### src/rtl/bit_serial_min_n.sv
// ---------------------------------------------------------------------------
// bit_serial_min_n
//
// Purpose:
//   Bit-serial minimum of NUM_CH unsigned words that arrive MSB first. Each
//   beat carries one bit per channel. The minimum also leaves MSB first, one
//   cycle after each accepted beat. No word-wide storage is needed: a
//   candidate mask tracks which channels can still be the minimum.
//
// Optional feature:
//   BSMIN_INDEX_EN - when defined, adds the min_idx port. It reports the
//                    lowest-numbered winning channel, updates with the final
//                    beat and holds until the next end of frame.
//
// Ports:
//   clk        rising-edge clock
//   rst_n      asynchronous active-low reset
//   in_valid   a beat is present on in_bits this cycle
//   in_sof     this beat is the MSB of a new frame (qualified by in_valid)
//   in_bits    bit k is the current bit of channel k
//   out_valid  out_bit carries a result bit this cycle
//   out_bit    current bit of the minimum word
//   out_eof    out_bit is the LSB of the frame
//   busy       a frame is in progress
//   proto_err  one-cycle pulse on a protocol violation
//   min_idx    winner channel index (BSMIN_INDEX_EN only)
// ---------------------------------------------------------------------------
module bit_serial_min_n #(
    parameter int  NUM_CH = 3,
    parameter int  DATA_W = 8,
    localparam int IDX_W  = $clog2(NUM_CH)
) (
    input  logic              clk,
    input  logic              rst_n,
    input  logic              in_valid,
    input  logic              in_sof,
    input  logic [NUM_CH-1:0] in_bits,
    output logic              out_valid,
    output logic              out_bit,
    output logic              out_eof,
    output logic              busy,
    output logic              proto_err
`ifdef BSMIN_INDEX_EN
    ,
    output logic [IDX_W-1:0]  min_idx
`endif
);

    localparam int CNT_W = $clog2(DATA_W);

    typedef enum logic {IDLE, RUN} state_t;

    state_t             state;
    logic [NUM_CH-1:0]  cand;
    logic [CNT_W-1:0]   cnt;

    logic [NUM_CH-1:0]  eff;
    logic [NUM_CH-1:0]  zero_set;
    logic [NUM_CH-1:0]  next_cand;
    logic               beat_bit;
    logic               start;
    logic               cont;
    logic               accept;
    logic               last;
    logic               perr;

    // NOTE: every signal assigned here gets a default first, so no path can
    // leave one unassigned and infer a latch.
    always_comb begin
        eff       = in_sof ? '1 : cand;
        zero_set  = eff & ~in_bits;
        // If any candidate shows a 0, the minimum has a 0 here and every
        // candidate showing 1 is now known to be larger. If all show 1, the
        // minimum has a 1 and nobody is eliminated.
        beat_bit  = (zero_set == '0);
        next_cand = beat_bit ? eff : zero_set;

        // An SOF beat always starts a frame; in RUN it also abandons the
        // current one. A non-SOF beat only counts while a frame is open.
        start     = in_valid & in_sof;
        cont      = in_valid & ~in_sof & (state == RUN);
        accept    = start | cont;
        last      = cont & (cnt == CNT_W'(DATA_W - 1));
        perr      = in_valid & ((in_sof & (state == RUN)) | (~in_sof & (state == IDLE)));
    end

    assign busy = (state == RUN);

    // NOTE: sequential state uses non-blocking assignments so every register
    // samples the pre-edge values, independent of statement order.
    always_ff @(posedge clk or negedge rst_n) begin
        if (!rst_n) begin
            state     <= IDLE;
            cand      <= '0;
            cnt       <= '0;
            out_valid <= 1'b0;
            out_bit   <= 1'b0;
            out_eof   <= 1'b0;
            proto_err <= 1'b0;
        end else begin
            out_valid <= accept;
            out_bit   <= accept & beat_bit;
            out_eof   <= last;
            proto_err <= perr;

            if (accept) begin
                cand <= next_cand;
            end

            if (start) begin
                state <= RUN;
                cnt   <= CNT_W'(1);
            end else if (cont) begin
                if (last) begin
                    state <= IDLE;
                    cnt   <= '0;
                end else begin
                    cnt <= cnt + CNT_W'(1);
                end
            end
        end
    end

`ifdef BSMIN_INDEX_EN
    logic [IDX_W-1:0] win_idx;

    // Scan from the top down so the lowest set index is written last and wins.
    always_comb begin
        win_idx = '0;
        for (int k = NUM_CH - 1; k >= 0; k--) begin
            if (next_cand[k]) begin
                win_idx = IDX_W'(k);
            end
        end
    end

    always_ff @(posedge clk or negedge rst_n) begin
        if (!rst_n) begin
            min_idx <= '0;
        end else if (last) begin
            min_idx <= win_idx;
        end
    end
`endif

endmodule

### config.mk
export PLATFORM = sky130hd
export DESIGN_NAME = bit_serial_min_n
export DESIGN_NICKNAME = d
export VERILOG_FILES = /design/src/rtl/bit_serial_min_n.sv
export SDC_FILE = /design/constraint.sdc
export NUM_CORES = 1
export LEC_CHECK = 0
export BUFFER_PORTS_ARGS = -buffer_cell sky130_fd_sc_hd__clkbuf_2
export CAP_MARGIN = 40
export CORE_AREA = 2 2 39 41
export DETAILED_ROUTE_END_ITERATION = 6
export DIE_AREA = 0 0 41 43
export PLACE_DENSITY = 0.75
export SLEW_MARGIN = 30
export SYNTH_ARGS = -nofsm -noshare
export SYNTH_HDL_FRONTEND = slang
export SYNTH_SLANG_ARGS = --single-unit
export TNS_END_PERCENT = 5
### constraint.sdc
create_clock -name clk -period 2.6 [get_ports clk]
set_input_delay 0.26 -clock clk [delete_from_list [all_inputs] [get_ports clk]]
set_output_delay 0.26 -clock clk [all_outputs]
set_load 0.03 [all_outputs]
; Yosys cells after proc, flatten, opt, wreduce, memory -nomap -nowiden
; Cells that the tools add are included.
[totals]
reg_bits = 11
output_inout_bits = 5
word_cells = 35
[classes]
n_addsub = 1
n_eq_ne = 1
n_mux = 8
bitwise_logic = 14
n_reduce_logical = 4
[ops]
columns = operator, count
row1 = $mux W3, 5
row2 = $and A1 B1 Y1, 8
row3 = $reduce_bool A2 Y1, 2
row4 = $add A3 B1 Y3 const B, 1
row5 = $and A3 B3 Y3, 1
row6 = $eq A3 B3 Y1 const B, 1
row7 = $logic_not A3 Y1, 1
row8 = $mux W1, 3
row9 = $not A3 Y3, 1
row10 = $not A1 Y1, 2
row11 = $or A1 B1 Y1, 2
row12 = $reduce_and A2 Y1, 1

; Longest topological paths before layout
[logic_depth]
word_depth = 7
ltp_mapped = 5
ltp_nobuf = 5

; Worst setup path before layout
; OpenSTA, ideal clock, no wires.
[synth_path]
path_kind = reg-to-reg
from = reg cnt[0]
to = reg cnt[2]
setup_time_ps = 82
arrival_ps = 1267
required_time_ps = 2518
setup_slack_ps = 1251
path_stages_with_launch = 6
path_buffers = 0
cell_sequence = dfrtp_1 > ha_1 > ha_1 > inv_1 > o32a_1 > o22ai_1
[synth_between]
elab_chain_cells = 5
elab_cells_between_ends = 6
classes_between = add/sub (1) / eq/ne (1) / mux (3) / bitwise (1)
[synth_rtl]
columns = element, line
row1 = start: declaration, 55  ; logic [CNT_W-1:0] cnt;
row2 = start signal: assignment, 118  ; cnt <= cnt + CNT_W'(1);
row3 = branches (longest 2 deep; another with $add A3 B1 Y3), --
row4 = $mux W3 *, 114  ; if (last) begin
row5 = $mux W3 *, 113  ; end else if (cont) begin
row6 = $mux W3 *, 110  ; if (start) begin
; Every way passes the cells marked *. The select of a mux whose other input is x is not followed.
; A chain may end at the register's enable or synchronous reset.

; Worst setup path in the final report
; Same ends and word-level chain as after synthesis.

==> out/results.txt <==
The run finished with clean final reports. The floorplan step set the die width to 41 um. The run gives 1810 um as the global-route wire length before repair.

Walking the worst path, the cells encountered are ha_1, ha_1, inv_1, o32a_1, o22ai_1. Including well taps, the total number of placed cells is 77. A synthesized cell averages 10.4 um2.

The critical path start-end classification is register to register. Summing over every cut layer, the via total after detailed routing is 435. In this run the post-CTS setup repair buffer count came out at 0.

Worst path arrival time: 1.64 ns. The number of buffers added by the clock tree synthesis step was 3; the global route total overflow was 0. The mean number of vias per cell works out to 5.30.

Among the stages of the critical path, the cell type that occurs most often is sky130_fd_sc_hd__ha_1. The tools report the startpoint class of the critical path as a register. In this run, synthesis produced a sequential element count of 11.

For this design the top-level I/O count stands at 12. For the post-detailed-route DRC marker count, the log shows 0. The ratio of total power to cell area came out at 637 nW/um2. Subtracting the final worst setup slack from the clock period gives 1.46 ns. After layout, the worst path uses 56.1% of the clock period. The headroom to the max-slew limit was 80.4%. Setup repair after global routing left no endpoint under its margin. The core region is 1380 um2.

The placement row count came out at 14. The routed wire length per instance was 11.8 um. Clock root buffer: sky130_fd_sc_hd__clkbuf_4. The path class of the tightest hold or removal check is input pin to register. Broken down by cell family, the worst path's largest delay share belongs to adder cells. For the number of fill cells, the log shows 131. After clock tree synthesis, the repair step resized 0 gates. Measured along the y axis, the die boundary spans 43 um.

The routed design has 964 um of wire. The endpoint type of the worst setup path is a register. Sequential elements use 50.1% of the synthesized area. Summing every instance area after synthesis gives 549 um2. The initial cell density of the core was 39.7%; the setup-violating endpoint count in the final report was 0. After the first detailed-routing iteration, the DRC count stood at 8.

The diode insertion count for antenna repair is 0. Along the worst path, the maximum fanout reaches 3. The congestion estimate from routability-driven global placement came to 0.738.

Number of search-and-repair iterations in the first detailed-routing pass: 2. The die covers 1760 um2. The area overhead of the layout relative to synthesis works out to 14.4%. In the layout the commonest cells are sky130_fd_sc_hd__dfrtp_1, sky130_fd_sc_hd__clkbuf_2, sky130_fd_sc_hd__nand2_1, sky130_fd_sc_hd__inv_1, sky130_fd_sc_hd__a21oi_1. The remaining antenna violation count after routing is 0.

The final count of hold timing violations was 0. The number of buffer and inverter stages on the critical path was 1. TritonCTS built the clock tree. The tools report the half-perimeter wire length of the detailed placement result as 690 um. Once layout is complete, the utilization of the core stands at 45.4%. The largest net degree at the start of global routing is 14. The standard cell with the maximum stage delay on the critical path was sky130_fd_sc_hd__dfrtp_1. The number of distinct library cell variants in the gate-level netlist after synthesis is 23, and the slew at the pin closest to its max-slew limit is 0.294 ns.

Based on the critical path, the design can be clocked at up to 686 MHz. The number of max-slew violations in the final report was 0; the clock insertion delay at the later pin of the skew report was 0.26 ns. The post-route netlist has 24.2% of its cells at a drive strength greater than 1. After clock tree synthesis, the clock-pin slew on the worst setup and hold paths is 0.07 ns. The tools report the number of global-route vias before repair as 441.

After routing, the total negative slack on setup checks comes to 0 ns. The count of hold-fix buffers inserted at cts was 1. The logs give 2.78 ns for the required time of the critical path and 2 for the maximum clock insertion buffer count. The tool flagged a number of max-cap violations equal to 0. Between clock sinks in the finished design, the worst skew comes to 0.00358 ns. The standby leakage power is 0.310 nW, and the total clock sinks is 11. The number of standard cells in the layout, taps in and fillers out is 82. The post-synthesis instance total is 53. Total nets after synthesis: 62.

Input and output buffers added on the ports amount to 11. The highest ir drop seen on vdd was 294 uV; the net count of the finished layout was 76. The tools report the total global routing track utilization as 15.1%. The worst stage delay on the critical path came out at 0.41 ns.

For the number of warnings printed during yosys synthesis, the log shows 0. The number of antenna violations at the first check in global routing is 0, and the number of H-tree branching levels is 1.
cell type report:
cell class | instances | area (um2) | area share [%]
clock buffer | 4 | 26.3 | 4.18
inverter | 5 | 18.8 | 2.99
multi-input combinational | 34 | 223 | 35.5
sequential | 11 | 275 | 43.8
tap | 16 | 20.0 | 3.19
timing repair buffer | 12 | 65.1 | 10.4
where the power goes:
group	leakage [nW]	switching, mW	internal (mW)
combinational	0.161	0.0449	0.0375
clock	0.0150	0.0545	0.0592
sequential	0.134	0.0129	0.191
total	0.310	0.112	0.288
worst paths after layout:
path	from	endpoint	slack (ns)	depth (start not counted)
worst max-delay path	cnt[0]$_DFFE_PN0P_	cnt[2]$_DFFE_PN0P_	1.14	5
worst min-delay path	in_bits[1]	cand[1]$_DFFE_PN0P_	0.20	2
worst max register to register	cnt[0]$_DFFE_PN0P_	cnt[2]$_DFFE_PN0P_	1.14	5
worst min register to register	cnt[0]$_DFFE_PN0P_	cnt[0]$_DFFE_PN0P_	0.53	2
max in group asynchronous	rst_n	out_bit$_DFF_PN0_	1.98	2
min in group asynchronous	rst_n	cnt[0]$_DFFE_PN0P_	0.41	2
state kept, by name, summed over array words and instances, names as in the netlist:
signal     count
busy           1
cand           3
cnt            3
out_bit        1
out_eof        1
out_valid      1
proto_err      1
synth_stat cells:
| library cell | count | share of area (%) |
|---|---|---|
| sky130_fd_sc_hd__dfrtp_1 | 11 | 50 |
| sky130_fd_sc_hd__inv_1 | 5 | 3.4 |
| sky130_fd_sc_hd__nand2_1 | 5 | 3.4 |
| sky130_fd_sc_hd__a21oi_1 | 4 | 3.6 |
| sky130_fd_sc_hd__a31oi_1 | 3 | 3.4 |
| sky130_fd_sc_hd__o21ai_0 | 3 | 2.7 |
| sky130_fd_sc_hd__a31o_1 | 2 | 3.2 |
| sky130_fd_sc_hd__ha_1 | 2 | 4.6 |
| sky130_fd_sc_hd__nor2_1 | 2 | 1.4 |
| sky130_fd_sc_hd__nor3b_1 | 2 | 2.7 |
| sky130_fd_sc_hd__o22ai_1 | 2 | 2.3 |
| sky130_fd_sc_hd__a21o_1 | 1 | 1.4 |
| sky130_fd_sc_hd__a221o_1 | 1 | 1.8 |
| sky130_fd_sc_hd__and2_1 | 1 | 1.1 |
| sky130_fd_sc_hd__and2b_2 | 1 | 1.6 |
| sky130_fd_sc_hd__and3_1 | 1 | 1.1 |
| sky130_fd_sc_hd__buf_4 | 1 | 1.4 |
| sky130_fd_sc_hd__buf_6 | 1 | 2.0 |
| sky130_fd_sc_hd__clkbuf_8 | 1 | 2.5 |
| sky130_fd_sc_hd__nor2b_1 | 1 | 1.1 |
| sky130_fd_sc_hd__o21a_2 | 1 | 1.6 |
| sky130_fd_sc_hd__o32a_1 | 1 | 1.8 |
| sky130_fd_sc_hd__xnor2_1 | 1 | 1.6 |
layer usage:
layer / track usage (%) / vias to the layer above / routed length, um
li1: - / 214 / -
met1: 20.2 / 208 / 458
met2: 20.9 / 11 / 447
met3: 3.14 / 2 / 48
met4: 10.0 / 0 / 10
met5: 0 / - / 0
worst register-to-register path, cell delays in order, from the launching register on:
cell and delay, ns:
sky130_fd_sc_hd__dfrtp_1 0.41, sky130_fd_sc_hd__ha_1 0.21, sky130_fd_sc_hd__ha_1 0.27, sky130_fd_sc_hd__inv_1 0.03
sky130_fd_sc_hd__o32a_1 0.32, sky130_fd_sc_hd__o22ai_1 0.14
metrics by stage:
step | hold slack (ns) | setup WS [ns] | power, mW | area [um2]
2_1_floorplan | -0.0356 | 1.25 | 0.267 | 549
3_3_place_gp | 0.148 | 1.24 | 0.286 | 592
6_report | 0.203 | 1.14 | 0.400 | 628
3_5_place_dp | 0.151 | 1.16 | 0.289 | 592
5_1_grt | 0.199 | 1.07 | 0.432 | 628
4_1_cts | 0.188 | 1.14 | 0.408 | 628
cell families after synthesis:
| logic type | share of synthesized area [%] |
|---|---|
| flops | 50.1 |
| simple gates | 12.5 |
| buf+inv | 9.34 |
| xor+xnor | 1.59 |
| compound gates | 21.9 |
| fa+ha+maj | 4.56 |
Note: power is estimated with default switching activity, not from simulation.
